File: config.mk
export PLATFORM = sky130hd
export DESIGN_NAME = fetch_unit
export DESIGN_NICKNAME = d
export VERILOG_FILES = /design/src/rtl/fetch_unit_pkg.sv /design/src/rtl/fetch_fifo.sv /design/src/rtl/fetch_unit.sv
export SDC_FILE = /design/constraint.sdc
export NUM_CORES = 1
export LEC_CHECK = 0
export ABC_CLOCK_PERIOD_IN_PS = 2500
export BUFFER_PORTS_ARGS = -buffer_cell sky130_fd_sc_hd__buf_2
export CAP_MARGIN = 5
export CELL_PAD_IN_SITES_DETAIL_PLACEMENT = 1
export CELL_PAD_IN_SITES_GLOBAL_PLACEMENT = 1
export CORE_ASPECT_RATIO = 0.8
export CORE_MARGIN = 2
export CORE_UTILIZATION = 34
export CTS_BUF_LIST = sky130_fd_sc_hd__clkbuf_4 sky130_fd_sc_hd__clkbuf_8
export CTS_CLUSTER_SIZE = 25
export DETAILED_ROUTE_END_ITERATION = 8
export PLACE_DENSITY = 0.66
export SLEW_MARGIN = 20
export SYNTH_ARGS = -nofsm -noshare
export SYNTH_HDL_FRONTEND = slang
export SYNTH_SLANG_ARGS = --single-unit
File: constraint.sdc
create_clock -name clk -period 2.5 [get_ports clk]
set_input_delay 0.25 -clock clk [delete_from_list [all_inputs] [get_ports clk]]
set_output_delay 0.25 -clock clk [all_outputs]
set_load 0.01 [all_outputs]
File: src/rtl/fetch_unit_pkg.sv
// Shared constants and helpers for the instruction-fetch front end.
package fetch_unit_pkg;

  localparam int unsigned DEF_XLEN       = 32;
  localparam int unsigned DEF_ILEN       = 32;
  localparam int unsigned DEF_FIFO_DEPTH = 4;
  localparam logic [31:0] DEF_RESET_VECTOR = 32'h0000_0000;
  localparam int unsigned PC_INCR        = 4;

  // A redirect target is misaligned when either of its byte-offset bits is set.
  function automatic logic misaligned(input logic [1:0] lsb);
    return lsb != 2'b00;
  endfunction

endpackage

File: src/rtl/fetch_fifo.sv
// Prefetch buffer: synchronous FIFO with push/pop/flush and an occupancy count.
module fetch_fifo #(
  parameter int unsigned WIDTH = 64,
  parameter int unsigned DEPTH = 4
) (
  input  logic                     clk,
  input  logic                     rst_n,
  input  logic                     push_i,
  input  logic [WIDTH-1:0]         data_i,
  input  logic                     pop_i,
  input  logic                     flush_i,
  output logic [WIDTH-1:0]         head_o,
  output logic [$clog2(DEPTH):0]   count_o
);

  localparam int unsigned AW = $clog2(DEPTH);
  localparam int unsigned CW = AW + 1;

  logic [WIDTH-1:0] mem_q [DEPTH];
  logic [AW-1:0]    wr_q;
  logic [AW-1:0]    rd_q;
  logic [CW-1:0]    count_q;
  logic             pop_ok;
  logic             push_ok;

  // Pop on empty is ignored; push on full is only legal alongside a pop.
  assign pop_ok  = pop_i && (count_q != '0);
  assign push_ok = push_i && ((count_q != CW'(DEPTH)) || pop_ok);

  always_ff @(posedge clk or negedge rst_n) begin
    if (!rst_n) begin
      for (int i = 0; i < int'(DEPTH); i++) begin
        mem_q[i] <= '0;
      end
      wr_q    <= '0;
      rd_q    <= '0;
      count_q <= '0;
    end else if (flush_i) begin
      wr_q    <= '0;
      rd_q    <= '0;
      count_q <= '0;
    end else begin
      if (push_ok) begin
        mem_q[wr_q] <= data_i;
        wr_q        <= wr_q + AW'(1);
      end
      if (pop_ok) begin
        rd_q <= rd_q + AW'(1);
      end
      count_q <= count_q + CW'(push_ok) - CW'(pop_ok);
    end
  end

  assign head_o  = mem_q[rd_q];
  assign count_o = count_q;

endmodule

File: src/rtl/fetch_unit.sv
// Instruction-fetch front end: owns the fetch PC, issues credit-limited pipelined
// memory requests, buffers responses and drops in-flight responses after a redirect.
module fetch_unit
  import fetch_unit_pkg::*;
#(
  parameter int unsigned     XLEN         = DEF_XLEN,
  parameter int unsigned     ILEN         = DEF_ILEN,
  parameter int unsigned     FIFO_DEPTH   = DEF_FIFO_DEPTH,
  parameter logic [XLEN-1:0] RESET_VECTOR = XLEN'(DEF_RESET_VECTOR)
) (
  input  logic            clk,
  input  logic            reset,
  input  logic            redirect_valid,
  input  logic [XLEN-1:0] redirect_pc,
  output logic            imem_req,
  output logic [XLEN-1:0] imem_addr,
  input  logic            imem_gnt,
  input  logic            imem_rvalid,
  input  logic [ILEN-1:0] imem_rdata,
  output logic            if_valid,
  input  logic            if_ready,
  output logic [XLEN-1:0] if_pc,
  output logic [ILEN-1:0] if_instr,
  output logic            misalign_err
);

  localparam int unsigned CW = $clog2(FIFO_DEPTH) + 1;
  localparam int unsigned SW = CW + 1;
  localparam int unsigned EW = XLEN + ILEN;

  logic [XLEN-1:0] fetch_pc_q, fetch_pc_d;
  logic [XLEN-1:0] resp_pc_q, resp_pc_d;
  logic [CW-1:0]   outstanding_q, outstanding_d;
  logic [CW-1:0]   drop_q, drop_d;
  logic            misalign_q, misalign_d;
  logic [CW-1:0]   fifo_count;
  logic [EW-1:0]   fifo_head;
  logic [XLEN-1:0] target_pc;
  logic            credit_ok;
  logic            req_fire;
  logic            resp_keep;
  logic            pop;

  assign target_pc = {redirect_pc[XLEN-1:2], 2'b00};

  // Every in-flight request reserves a buffer slot, so a returning word always fits.
  assign credit_ok = (SW'(outstanding_q) + SW'(fifo_count)) < SW'(FIFO_DEPTH);
  assign imem_req  = reset && !redirect_valid && credit_ok;
  assign imem_addr = fetch_pc_q;
  assign req_fire  = imem_req && imem_gnt;
  assign resp_keep = imem_rvalid && (drop_q == '0) && !redirect_valid;
  assign pop       = if_valid && if_ready;

  always_comb begin
    fetch_pc_d    = fetch_pc_q;
    resp_pc_d     = resp_pc_q;
    drop_d        = drop_q;
    outstanding_d = outstanding_q + CW'(req_fire) - CW'(imem_rvalid);
    misalign_d    = redirect_valid && misaligned(redirect_pc[1:0]);

    if (redirect_valid) begin
      // Everything still in flight, bar a response landing this cycle, is stale.
      fetch_pc_d = target_pc;
      resp_pc_d  = target_pc;
      drop_d     = outstanding_q - CW'(imem_rvalid);
    end else begin
      if (req_fire) begin
        fetch_pc_d = fetch_pc_q + XLEN'(PC_INCR);
      end
      if (imem_rvalid) begin
        if (drop_q != '0) begin
          drop_d = drop_q - CW'(1);
        end else begin
          resp_pc_d = resp_pc_q + XLEN'(PC_INCR);
        end
      end
    end
  end

  always_ff @(posedge clk or negedge reset) begin
    if (!reset) begin
      fetch_pc_q    <= RESET_VECTOR;
      resp_pc_q     <= RESET_VECTOR;
      outstanding_q <= '0;
      drop_q        <= '0;
      misalign_q    <= 1'b0;
    end else begin
      fetch_pc_q    <= fetch_pc_d;
      resp_pc_q     <= resp_pc_d;
      outstanding_q <= outstanding_d;
      drop_q        <= drop_d;
      misalign_q    <= misalign_d;
    end
  end

  fetch_fifo #(
    .WIDTH (EW),
    .DEPTH (FIFO_DEPTH)
  ) u_fifo (
    .clk     (clk),
    .rst_n   (reset),
    .push_i  (resp_keep),
    .data_i  ({resp_pc_q, imem_rdata}),
    .pop_i   (pop),
    .flush_i (redirect_valid),
    .head_o  (fifo_head),
    .count_o (fifo_count)
  );

  assign if_valid     = (fifo_count != '0);
  assign if_pc        = fifo_head[EW-1:ILEN];
  assign if_instr     = fifo_head[ILEN-1:0];
  assign misalign_err = misalign_q;

endmodule

* Word-level counts from Yosys, hierarchy flattened
Index checks and enable logic that the tools add are counted.
** Storage, ports and cells
- Output and inout bits :: 99
- Bits of input ports :: 70
- Word-level logic and storage cells :: 75
- Register bits after elaboration :: 334
** Cells by class
- Bitwise operators :: 3
- Reduce and logical (&&, ||, !) cells :: 24
- Muxes and demuxes :: 19
- Add/subtract/negate cells :: 11
- Equality and inequality tests :: 2
- Magnitude comparators :: 4
** Operators with widths (count)
- $bwmux 256 :: 1
- $mux 64 :: 3
- $mux 32 :: 5
- $bmux 64 s2 :: 1
- $demux 64 s2 :: 1
- $add 32x3->32 const B :: 2
- $mux 3 :: 4
- $reduce_bool 2->1 :: 6
- $logic_and 1x1->1 :: 10
- $sub 3x1->3 :: 3
- $mux 2 :: 4
- $add 3x1->3 :: 2
- $ge 3x3->1 const B :: 2
- $not 2->3 :: 2
- $reduce_and 2->1 :: 3
- $reduce_bool 3->1 :: 2
- $add 2x1->2 const B :: 2
- $add 3x3->4 :: 1
- $lt 4x3->1 const B :: 1
- $logic_not 3->1 :: 1
- $lt 3x1->1 const B :: 1
- $ne 3x3->1 const B :: 1
- $sub 3x1->3 const B :: 1
- $ne 2x2->1 const B :: 1
- 3 further kinds :: 3

* Depth between registers and ports, before layout
Gate-level depths: netlist of the first run.
- Depth after elaboration :: 8
- Mapped depth :: 11
- Gate-level depth less buffers :: 10

* Cells and area by module
From an unflattened synthesis of the first run, not the netlist that was laid out.
** Second synthesis, totals
- Cell total of the unflattened synthesis :: 1095
- Area, all modules :: 16271.9 um^2
** Modules (own cells, without submodules)
- fetch_fifo :: times used 1, seq. area each 6581.3 um^2, cells each 661, area each 12206.7 um^2
- fetch_unit :: times used 1, seq. area each 1676.6 um^2, cells each 434, area each 4065.1 um^2

* Least setup slack after synthesis of the first run
OpenSTA, ideal clock, no wires.
- Kind :: reg-to-reg
- From :: register outstanding_q[2]
- To :: register outstanding_q[2]
- Setup time :: 123 ps
- Path slack :: -88 ps
- Data arrival time :: 2465 ps
- Data required time :: 2377 ps
- Path buffers :: 2
- Period minus slack after synthesis :: 2588 ps
- Cell stages (with the launch flop) :: 12
- Cell sequence :: dfrtp_1 -> ha_1 -> nor3b_1 -> and4_1 -> clkbuf_1 -> inv_1 -> clkbuf_1 -> ha_1 -> inv_1 -> ha_1 -> fa_1 -> xnor2_1
** Between the ends
- Cells in the longest elaborated chain, start to end :: 6
** RTL lines
- from (decl) :: line fetch_unit.sv:33 : logic [CW-1:0] outstanding_q, outstanding_d;
- from (signal assigned) :: line fetch_unit.sv:90 : outstanding_q <= outstanding_d;
- $add 3x3->4 :: line fetch_unit.sv:47 : assign credit_ok = (SW'(outstanding_q) + SW'(fifo_count)) < SW'(FIFO_DEPTH);
- $lt 4x3->1 :: line fetch_unit.sv:47
- $logic_and 1x1->1 :: line fetch_unit.sv:48 : assign imem_req = reset && !redirect_valid && credit_ok;
- $logic_and 1x1->1 :: line fetch_unit.sv:50 : assign req_fire = imem_req && imem_gnt;
- $add 3x1->3 (*) :: line fetch_unit.sv:58 : outstanding_d = outstanding_q + CW'(req_fire) - CW'(imem_rvalid);
- $sub 3x1->3 (*) :: line fetch_unit.sv:58
- named net outstanding_d[2] :: line fetch_unit.sv:33
Mark *: on every way through the listed nets, which the timed path passes. The rest lies on a longest branch.
A chain may end at the register's enable or synchronous reset.

* Final worst setup path of the first run
- From :: register u_fifo.rd_q[0]
- To :: output if_pc[13]
** Between the ends
- Cells in the longest elaborated chain, start to end :: 4
** RTL lines
- from (decl) :: line fetch_fifo.sv:21 : logic [AW-1:0] rd_q;
- from (signal assigned) :: line fetch_fifo.sv:48 : rd_q <= rd_q + AW'(1);
- $not 2->3 (not written as such) :: line fetch_fifo.sv:54 : assign head_o = mem_q[rd_q];
- $bmux 64 s2 :: line fetch_fifo.sv:54
- $mux 64 (not written as such) (2 in a row) :: line fetch_fifo.sv:54
- to (decl) :: line fetch_unit.sv:22 : output logic [XLEN-1:0] if_pc,
Every way passes these cells. The select of a mux whose other input is x is not followed.

==> summary.md, run 1 <==
### Synthesis
- dfrtp_1 — cell taking the most area after synthesis
- dfrtp_1 — Top FF cell, synth
- 1075 — count of mapped cells out of synthesis
- 0 — synthesis warning total
- 322 — number of synthesized register bits
- 13.99 um2 — mean post-synth cell area
- 0.5356 — proportion of synthesized chip area in sequential cells
- 0.5356 — share of the synthesized area in the top cell type
- 1.000 — Async SR Flop Fraction
- 0.01504 mm2 — combined area of all synthesized cells
- 0 — number of enable flip-flop cells after synthesis
- dfrtp_1 54%, mux2_2 19%, mux4_2 9.3%, xnor2_1 1.8%, buf_4 1.5% — Area contributors post-synth
- 56 — Cell variety after synth

### Global routing
- 0.1765 — overall track demand over capacity in global routing
- 1 — number of antenna violations at the first check in global routing
- 11010 — vias in the first global route
- 0 — total gr overflow
- 63140 um — wire length of the first global-routing pass
- 131 — pin count of the biggest net entering global routing

### Route
- 39480 um — total wirelength of the detailed-routed design
- 0 — number of routed nets with antenna violations
- 450 — 1st-iter DRT viols
- 4 — first-pass detailed-route iteration total
- 0 — DRC violation count after routing
- 5.149 — ratio of routed vias to standard cells
- 9943 — total number of vias
- 20.44 um — detailed-route wire length per cell

### Clock tree
- 0.06 ns — CTS clk-pin slew, worst paths
- 322 — Clock Sink Count
- 56 — CTS buffer count
- 2 — H-tree level count
- clkbuf_8 — root buffer cell
- 0.64 ns — clock insertion delay at the later pin of the skew report
- built — CTS tree
- 3 — maximum buffer depth of the clock tree

### Outcome
- completed — result of the run

### Hold path
- in -> reg — path type of the worst min-delay path
- u_fifo.rd_q[0] — terminating pin of the worst hold path
- if_ready — min-delay src
- 4 — cell depth of the worst hold path

### Setup path
- buf_4, buf_12, mux4_2, buf_2 — worst-path cell chain
- output port — kind of end point of the critical path
- 2.20 ns — endpoint arrival time on the critical path
- reg -> out — type of the worst setup path
- multiplexers — Crit path max-delay family
- flop — nature of the critical path startpoint
- 10 — CP Max Fanout
- 2.25 ns — critical path required time
- outstanding_q[2] — end of the worst register-to-register path
- outstanding_q[2] — startpoint of the worst-slack reg-to-reg timing path
- 0.15 ns — register-to-register setup slack
- mux4_2 — crit path max-delay cell type
- 3 — buffering stage count on the worst path with inverters included
- 9 — depth of the most critical reg-to-reg path
- 0.58 ns — slowest stage delay, CP

### Floorplanning
- 68 — cell row count
- 0.3467 — starting density of the core
- 0.04339 mm2 — standard cell core area
- 239.2 um — horizontal die dimension
- 169 — number of top-level design ports
- 192.1 um — Die Ht
- 0.04596 mm2 — Die Outline Area

### Layout
- 0 — diode insertion count for antenna repair
- 0.4683 — fraction of final layout cells sized beyond drive strength 1
- 1423 — Layout Nets
- 0.01865 mm2 — Finished Cell Area
- 23.98% — area growth from synthesis to layout

### Power
- 519.2 uV — maximum ir drop on the vdd rail
- 889.1 mW/mm2 — Power per Cell Area
- 8.568 nW — leakage dissipation
- 16.58 mW — Tot Pwr

### STA
- 0 — count of final hold-check violations
- 2.453 ns — minimum clock period
- 0.8730 ns — worst slew pin tran
- 0 — count of endpoints failing setup in the final report
- 0 — max-slew violation count
- 0.9810 — share of the clock period used by the worst path after layout
- 407.7 MHz — fmax
- 0.4180 — max-slew headroom at the worst pin
- yes — setup repair after global routing missed its margin
- 0.03973 ns — final worst clock skew

### Place
- 0.8087 — weighted congestion at the end of routability-driven global placement
- 164 — Port-buffer cells
- 0.01666 mm2 — placed standard-cell area
- 25600 um — DPL Wire Length

### Job
- 0 — max-cap violations

[flip-flops by register name, indices dropped and copies added, names as in the netlist]
name / count
drop_q: 3
u_fifo.mem_q: 248
resp_pc_q: 30
u_fifo.rd_q: 2
misalign_err: 1
imem_addr: 30
u_fifo.count_o: 3
outstanding_q: 3
u_fifo.wr_q: 2
[synth_stat cells, drive strengths merged, types with 2 or more instances]
cell / count
or4: 5
and4: 2
nor4: 17
and2: 8
nor3b: 2
o31a: 4
ha: 16
inv: 25
buf: 53
nand4: 25
a21oi: 8
a211oi: 3
mux4: 62
and3: 10
xor2: 11
nand3: 26
nand2: 56
fa: 2
nor2: 20
nor3: 7
mux2i: 2
o21ai: 42
a31oi: 4
o211ai: 13
a41oi: 2
mux2: 252
nand2b: 2
o31ai: 2
o311ai: 3
xnor2: 31
dfrtp: 322
a31o: 4
clkbuf: 23
[how the worst max path moves through the flow]
stage                           from  slack, ns                end  cells past startpoint
CTS                   u_fifo.rd_q[0]      -0.02        if_instr[8]                      3
detailed placement         drop_q[0]       0.12   u_fifo.mem_q[89]                      8
finish                u_fifo.rd_q[0]       0.05          if_pc[13]                      4
global route          u_fifo.rd_q[0]      -0.04        if_instr[8]                      4
floorplan           outstanding_q[2]       0.03   outstanding_q[2]                     11
global placement           drop_q[0]       0.16  u_fifo.mem_q[101]                      8
[per-layer routing]
layer / share of wire / vias up / global-route usage
met5: 0 / - / 0
met4: 0.022 / 0 / 0.05625
met3: 0.045 / 61 / 0.03765
met2: 0.47 / 169 / 0.2818
met1: 0.46 / 5264 / 0.2404
li1: - / 4449 / -
[area by class of cell]
| cell class | instances | area [um2] |
|---|---|---|
| Fill cell | 4508 | 24740 |
| Sequential cell | 322 | 8065 |
| Multi-Input combinational cell | 655 | 6491 |
| Timing Repair Buffer | 275 | 2157 |
| Clock buffer | 88 | 1105 |
| Tap cell | 560 | 700.7 |
| Inverter | 25 | 93.84 |
| Clock inverter | 6 | 38.79 |
[stage by stage]
| step | util | hold WS (ns) | worst slack [ns] | std cells | TNS, ns |
|---|---|---|---|---|---|
| 5_1_grt | 0.4298 | 0.1223 | -0.04031 | 1931 | -0.3471 |
| 4_1_cts | 0.4271 | 0.06501 | -0.02010 | 1922 | -0.06175 |
| 3_3_place_gp | 0.3841 | 0.2890 | 0.1622 | 1761 | 0 |
| 6_report | 0.4298 | 0.1134 | 0.04740 | 1931 | 0 |
| 2_1_floorplan | - | -0.04559 | 0.02933 | 1078 | 0 |
| 3_5_place_dp | 0.3841 | 0.2986 | 0.1247 | 1761 | 0 |
[tightest hold or removal path, cell delays in order]
cell and delay [ns]:
buf_2 0.11, and2_1 0.19, xnor2_1 0.08, nor2_1 0.08
[logic make-up (layout without fill, tap and decap cells)]
family,after synthesis,in the layout,synth area share
other,1,4,0.0002493
AND/OR/NAND/NOR,186,186,0.06928
AO/OA/AOI/OAI,89,89,0.03701
multiplexers,316,316,0.2828
XOR/XNOR,42,42,0.02445
adder cells (fa/ha/maj),18,18,0.01597
buffers and inverters,101,394,0.03468
flip-flops,322,322,0.5356
[timing repair]
item                                    CTS  global route
endpoints found under the setup margin   17            43
endpoints found under the hold margin   209             0
setup buffers                             0             7
gates resized for setup                   9             3
hold buffers                             67             0
gates cloned                              0             2
[cell usage in the layout (no fill, tap or decap), types with 3 or more instances in the layout]
cell type      netlist  layout
ha_1                16      16
nand2_1             56      56
conb_1               1       4
clkbuf_8             0      71
and2_4               0       4
buf_2               17     157
nor3_1               7       7
nand3_1             25      25
mux4_2              62      62
buf_12               0      18
o211ai_1            13      13
nor2_1              19      18
xnor2_1             31      31
and2_1               8       4
buf_6                1       6
nand4_1             23      23
xor2_1              11      11
a31oi_1              4       4
clkinv_2             0       3
inv_1               25      25
clkbuf_4             0      17
a21oi_1              8       8
or4_1                4       4
a211oi_1             3       3
buf_4               30      22
o21ai_1              7       7
a31o_2               4       4
mux2_2             252     252
nor4_2               6       6
dlygate4sd3_1        0      67
o21ai_0             35      35
and3_1              10      10
dfrtp_1            322     320
nor4_1              10      10
o311ai_0             3       3
o31a_1               4       4
[report_power, final]
part,switching (mW),internal [mW]
registers,0.703,6.11
clock network,2.20,2.78
logic,2.16,2.64
total,5.06,11.5
(Power assumes the default switching activity.)
==> run 2: changes to the inputs <==
--- a/config.mk
+++ b/config.mk
@@ -12,11 +12,13 @@
 export CELL_PAD_IN_SITES_GLOBAL_PLACEMENT = 1
 export CORE_ASPECT_RATIO = 0.8
 export CORE_MARGIN = 2
-export CORE_UTILIZATION = 34
+export CORE_UTILIZATION = 45
 export CTS_BUF_LIST = sky130_fd_sc_hd__clkbuf_4 sky130_fd_sc_hd__clkbuf_8
 export CTS_CLUSTER_SIZE = 25
 export DETAILED_ROUTE_END_ITERATION = 8
-export PLACE_DENSITY = 0.66
+export GPL_ROUTABILITY_DRIVEN = 0
+export PLACE_DENSITY = 0.82
+export RECOVER_POWER = 100
 export SLEW_MARGIN = 20
 export SYNTH_ARGS = -nofsm -noshare
 export SYNTH_HDL_FRONTEND = slang
==> summary.md, run 2 (same netlist as run 1, synthesis figures left out) <==
### Global routing
- 63000 um — wire length of the first global-routing pass
- 0 — total gr overflow
- 1 — number of antenna violations at the first check in global routing
- 11340 — vias in the first global route
- met2 — highest-utilization routing layer at the global route stage
- 0.3103 — met1 demand-to-capacity share in global routing
- 126 — pin count of the biggest net entering global routing
- 0.04314 — GR Layer Usage met3
- 0.3728 — met2 usage
- 0.2286 — overall track demand over capacity in global routing

### Route
- 1 — DRC violation count after routing
- 6 — first-pass detailed-route iteration total
- 10110 — total number of vias
- 38640 um — total wirelength of the detailed-routed design
- 0 — number of routed nets with antenna violations
- 5.647 — ratio of routed vias to standard cells
- 21.59 um — detailed-route wire length per cell
- 589 — 1st-iter DRT viols

### Clock tree
- 2 — H-tree level count
- 52 — CTS buffer count
- clkbuf_8 — root buffer cell
- built — CTS tree
- 0.06 ns — CTS clk-pin slew, worst paths
- 0.59 ns — clock insertion delay at the later pin of the skew report
- 322 — Clock Sink Count
- 3 — maximum buffer depth of the clock tree

### STA
- 0 ns — accumulated negative setup slack
- 2.373 ns — minimum clock period
- 0.2430 — max-slew headroom at the worst pin
- 0 — max-slew violation count
- 0.07110 ns — tightest hold margin
- 0 — count of final hold-check violations
- 0 — count of endpoints failing setup in the final report
- 421.4 MHz — fmax
- 0.02581 ns — final worst clock skew
- 1.135 ns — worst slew pin tran
- 0.9491 — share of the clock period used by the worst path after layout

### Setup path
- 20 — CP Max Fanout
- outstanding_q[2] — startpoint of the worst-slack reg-to-reg timing path
- 0.13 ns — register-to-register setup slack
- outstanding_q[2] — end of the worst register-to-register path
- reg -> out — type of the worst setup path
- 2.25 ns — critical path required time
- flop — nature of the critical path startpoint
- 9 — depth of the most critical reg-to-reg path
- 2.12 ns — endpoint arrival time on the critical path
- output port — kind of end point of the critical path

### Layout
- 19.74% — area growth from synthesis to layout
- 0.4075 — fraction of final layout cells sized beyond drive strength 1
- dfrtp_1 — most common cell after layout, fill and taps aside
- u_fifo.mem_q — register bank with the most flops
- 1413 — Layout Nets
- 320 x dfrtp_1, 250 x mux2_2, 73 x buf_2 — highest-count cells in the layout ignoring fill and taps
- 248 — Largest register FFs
- 0.01801 mm2 — Finished Cell Area

### Hold path
- redirect_pc[11] — min-delay src
- 3 — cell depth of the worst hold path
- imem_addr[11] — terminating pin of the worst hold path
- in -> reg — path type of the worst min-delay path

### Outcome
- complete, but fails checks — result of the run
- design-rule violations — violated checks

### Place
- 164 — Port-buffer cells
- 0.01641 mm2 — placed standard-cell area
- 24320 um — DPL Wire Length

### Floorplanning
- 0.03492 mm2 — Die Outline Area
- 0.4600 — starting density of the core
- 208.4 um — horizontal die dimension
- 0.03270 mm2 — standard cell core area
- 169 — number of top-level design ports
- 167.5 um — Die Ht
- 59 — cell row count

### Power
- 8.206 nW — leakage dissipation
- 494.1 uV — maximum ir drop on the vdd rail
- 16.21 mW — Tot Pwr
- 899.8 mW/mm2 — Power per Cell Area

### Job
- 0 — max-cap violations

-- run 2: changes by cell type in the layout (fill, tap and decap cells not counted), sizes merged, moves of 2 or more --
cell         change
clkinvlp         -2
dlygate4sd3      -2
bufinv           +2
buf            -102
clkinv           -3
clkbuf          +98
-- run 2: metrics by stage --
step	util	std cells	setup WS, ns
after CTS	0.5576	1786	0.04057
final	0.5508	1790	0.1272
after detailed placement	0.5019	1627	0.1443
after global placement	0.5019	1627	0.2288
after global routing	0.5508	1790	-0.01710
after floorplan	-	1078	0.02933
-- run 2: timing repair --
action,in CTS,in global routing
setup buffers,3,3
endpoints found under the setup margin,52,7
endpoints found under the hold margin,242,0
hold buffers,65,0
pin swaps,0,2
gates resized for setup,0,2
-- run 2: layer usage --
layer,vias up,routed length (um)
li1,4441,-
met1,5333,17270
met2,257,18630
met3,77,1748
met4,0,993
met5,-,0
-- run 2: worst max-delay path, stage by stage (launching register included) --
cell	delay (ns)
dfrtp_4	0.54
buf_12	0.24
mux4_2	0.58
clkbuf_2	0.16
-- run 2: where the power goes --
group          switching [mW]  total [mW]  leakage [nW]  internal (mW)
Sequential              0.697        6.81          4.26           6.11
Combinational            2.14        4.44          3.33           2.30
Clock                    2.06        4.97         0.611           2.90
-- run 2: worst max-delay path by stage --
stage,startpoint,endpoint,slack [ns],cells after the start
after global routing,u_fifo.count_o[0],u_fifo.count_o[2],-0.02,9
final,u_fifo.rd_q[0],if_instr[11],0.13,3
after floorplan,outstanding_q[2],outstanding_q[2],0.03,11
after detailed placement,outstanding_q[2],outstanding_q[2],0.14,9
after CTS,u_fifo.rd_q[0],if_pc[29],0.04,3
after global placement,outstanding_q[2],outstanding_q[2],0.23,9
-- run 2: area by class of cell --
class / count / area (um2)
multi-input cells: 655 / 6444
well taps: 427 / 534.3
diodes: 1 / 2.502
clock inverters: 3 / 68.82
flip-flops and latches: 322 / 8063
fillers: 3344 / 14690
repair buffers: 269 / 1728
inverters: 25 / 93.84
clock buffers: 88 / 1080
==> run 3: changes to the inputs <==
--- a/config.mk
+++ b/config.mk
@@ -5,19 +5,19 @@
 export SDC_FILE = /design/constraint.sdc
 export NUM_CORES = 1
 export LEC_CHECK = 0
-export ABC_CLOCK_PERIOD_IN_PS = 2500
+export ABC_CLOCK_PERIOD_IN_PS = 3000
 export BUFFER_PORTS_ARGS = -buffer_cell sky130_fd_sc_hd__buf_2
 export CAP_MARGIN = 5
 export CELL_PAD_IN_SITES_DETAIL_PLACEMENT = 1
 export CELL_PAD_IN_SITES_GLOBAL_PLACEMENT = 1
 export CORE_ASPECT_RATIO = 0.8
 export CORE_MARGIN = 2
-export CORE_UTILIZATION = 45
+export CORE_UTILIZATION = 53
 export CTS_BUF_LIST = sky130_fd_sc_hd__clkbuf_4 sky130_fd_sc_hd__clkbuf_8
 export CTS_CLUSTER_SIZE = 25
 export DETAILED_ROUTE_END_ITERATION = 8
 export GPL_ROUTABILITY_DRIVEN = 0
-export PLACE_DENSITY = 0.82
+export PLACE_DENSITY = 0.9
 export RECOVER_POWER = 100
 export SLEW_MARGIN = 20
 export SYNTH_ARGS = -nofsm -noshare
==> constraint.sdc (replaced) <==
create_clock -name clk -period 3 [get_ports clk]
set_input_delay 0.3 -clock clk [delete_from_list [all_inputs] [get_ports clk]]
set_output_delay 0.3 -clock clk [all_outputs]
set_load 0.01 [all_outputs]
==> summary.md, run 3 (same netlist as run 1, synthesis figures left out) <==
### Route
- 23.62 um — detailed-route wire length per cell
- 2008 um — wire length on met3
- 5.968 — ratio of routed vias to standard cells
- 492 — 1st-iter DRT viols
- 20190 um — DR WL met2
- 5 — first-pass detailed-route iteration total
- 0 — number of routed nets with antenna violations
- 16990 um — length of routed wiring on met1
- 10240 — total number of vias
- 0 — DRC violation count after routing
- met4 — Top Layer Used
- 40530 um — total wirelength of the detailed-routed design

### STA
- 1.660 ns — worst slew pin tran
- 126 — max-slew violation count
- 0.01909 ns — final worst clock skew
- 356.5 MHz — fmax
- 0 ns — accumulated negative setup slack
- -0.1066 — max-slew headroom at the worst pin
- 0 — count of endpoints failing setup in the final report
- 0 — count of final hold-check violations
- no — setup repair after global routing missed its margin
- 0.04942 ns — tightest hold margin
- 0.9349 — share of the clock period used by the worst path after layout
- 2.805 ns — minimum clock period

### Setup path
- 2 — buffering stage count on the worst path with inverters included
- flop — kind of end point of the critical path
- simple AND/OR/NAND/NOR gates — Crit path max-delay family
- 3.27 ns — endpoint arrival time on the critical path
- 3.46 ns — critical path required time
- flop — nature of the critical path startpoint
- nor2_1 — crit path max-delay cell type
- inv_1, ha_1, and3b_1, o41ai_1, nor2_1, and2_0, buf_4, mux2_2 — worst-path cell chain
- reg -> reg — type of the worst setup path
- 0.51 ns — slowest stage delay, CP
- 28 — CP Max Fanout

### Clock tree
- 0.59 ns — clock insertion delay at the later pin of the skew report
- 0 — Setup Fix Bufs, Post-CTS
- 52 — CTS buffer count
- built — CTS tree
- 2 — H-tree level count
- 0.06 ns — CTS clk-pin slew, worst paths
- clkbuf_8 — root buffer cell
- 3 — maximum buffer depth of the clock tree
- 0 — post-cts repair resize count
- 322 — Clock Sink Count

### Global routing
- 0 — total gr overflow
- 143 — pin count of the biggest net entering global routing
- 0.2840 — overall track demand over capacity in global routing
- 1 — number of antenna violations at the first check in global routing
- 11470 — vias in the first global route
- 65180 um — wire length of the first global-routing pass

### Hold path
- in -> reg — path type of the worst min-delay path

### Floorplanning
- 55 — cell row count
- 0.5358 — starting density of the core
- 154.7 um — Die Ht
- 0.02808 mm2 — standard cell core area
- 169 — number of top-level design ports
- 0.02976 mm2 — Die Outline Area
- 192.4 um — horizontal die dimension

### Layout
- 1716 — Final Instance Count excl. Fillers
- u_fifo.mem_q — register bank with the most flops
- 1390 — Layout Nets
- 18.17% — area growth from synthesis to layout
- 0.008059 mm2 — FF/Latch Area
- 0.006417 mm2 — combined area of the multi-input logic cells
- dfrtp_1 — most common cell after layout, fill and taps aside
- 321 x dfrtp_1, 248 x mux2_2, 91 x clkbuf_1 — highest-count cells in the layout ignoring fill and taps
- 2772 — Filler Cell Count
- 0.3836 — fraction of final layout cells sized beyond drive strength 1
- 248 — Largest register FFs

### Power
- 766.0 mW/mm2 — Power per Cell Area
- 8.067 nW — leakage dissipation
- 477.6 uV — maximum ir drop on the vdd rail
- 13.62 mW — Tot Pwr

### Place
- 25570 um — DPL Wire Length
- 1561 — number of instances in the placed design
- 164 — Port-buffer cells

### Outcome
- max-capacitance violations, max-slew violations — violated checks
- complete, but fails checks — result of the run

### Job
- 2 — max-cap violations

## run 3: worst paths after layout
path,start,end,slack [ns],depth (start not counted)
worst max-delay path,drop_q[0],u_fifo.mem_q[198],0.20,8
worst min-delay path,redirect_pc[12],resp_pc_q[12],0.05,3
worst max register to register,drop_q[0],u_fifo.mem_q[198],0.20,8
worst min register to register,u_fifo.mem_q[241],u_fifo.mem_q[241],0.50,1
max in group asynchronous,reset,u_fifo.mem_q[233],0.48,4
min in group asynchronous,reset,resp_pc_q[26],0.84,3
## run 3: area by class of cell
class / count / area share
Sequential cell: 322 / 0.4533
Multi-Input combinational cell: 655 / 0.3610
Timing Repair Buffer: 246 / 0.08748
Clock buffer: 86 / 0.06060
Tap cell: 370 / 0.02604
Clock inverter: 11 / 0.006193
Inverter: 25 / 0.005278
Antenna cell: 1 / 0.0001408
## run 3: worst reg2reg max path: cells and delay by family, from the launching register on
kind | cells | cell delay [ns]
AO/OA/AOI/OAI | 1 | 0.10
adder cells (fa/ha/maj) | 1 | 0.18
buffers and inverters | 2 | 0.54
flip-flops | 1 | 0.39
multiplexers | 1 | 0.41
AND/OR/NAND/NOR | 3 | 1.06
## run 3: per-stage QoR
stage	setup slack [ns]	util	instance area [um2]
floorplan	0.4121	-	15060
global placement	0.6440	0.5777	16220
detailed placement	0.5165	0.5777	16220
CTS	0.3386	0.6403	17980
global route	0.1039	0.6332	17780
finish	0.1952	0.6332	17780
## run 3: per-layer routing
layer  vias to the layer above  GRT usage
met2                       323     0.4693
li1                       4412          -
met5                         -          0
met3                        99    0.04969
met1                      5407     0.3780
met4                         0     0.1061
## run 3: repair_timing
item	4_1_cts	5_1_grt
hold endpoints to repair	279	0
endpoints found under the setup margin	0	0
hold buffers	57	0
## run 3: report_power, final
group / switching [mW] / internal (mW)
Clock: 1.81 / 2.44
Sequential: 0.650 / 5.09
Combinational: 1.79 / 1.84
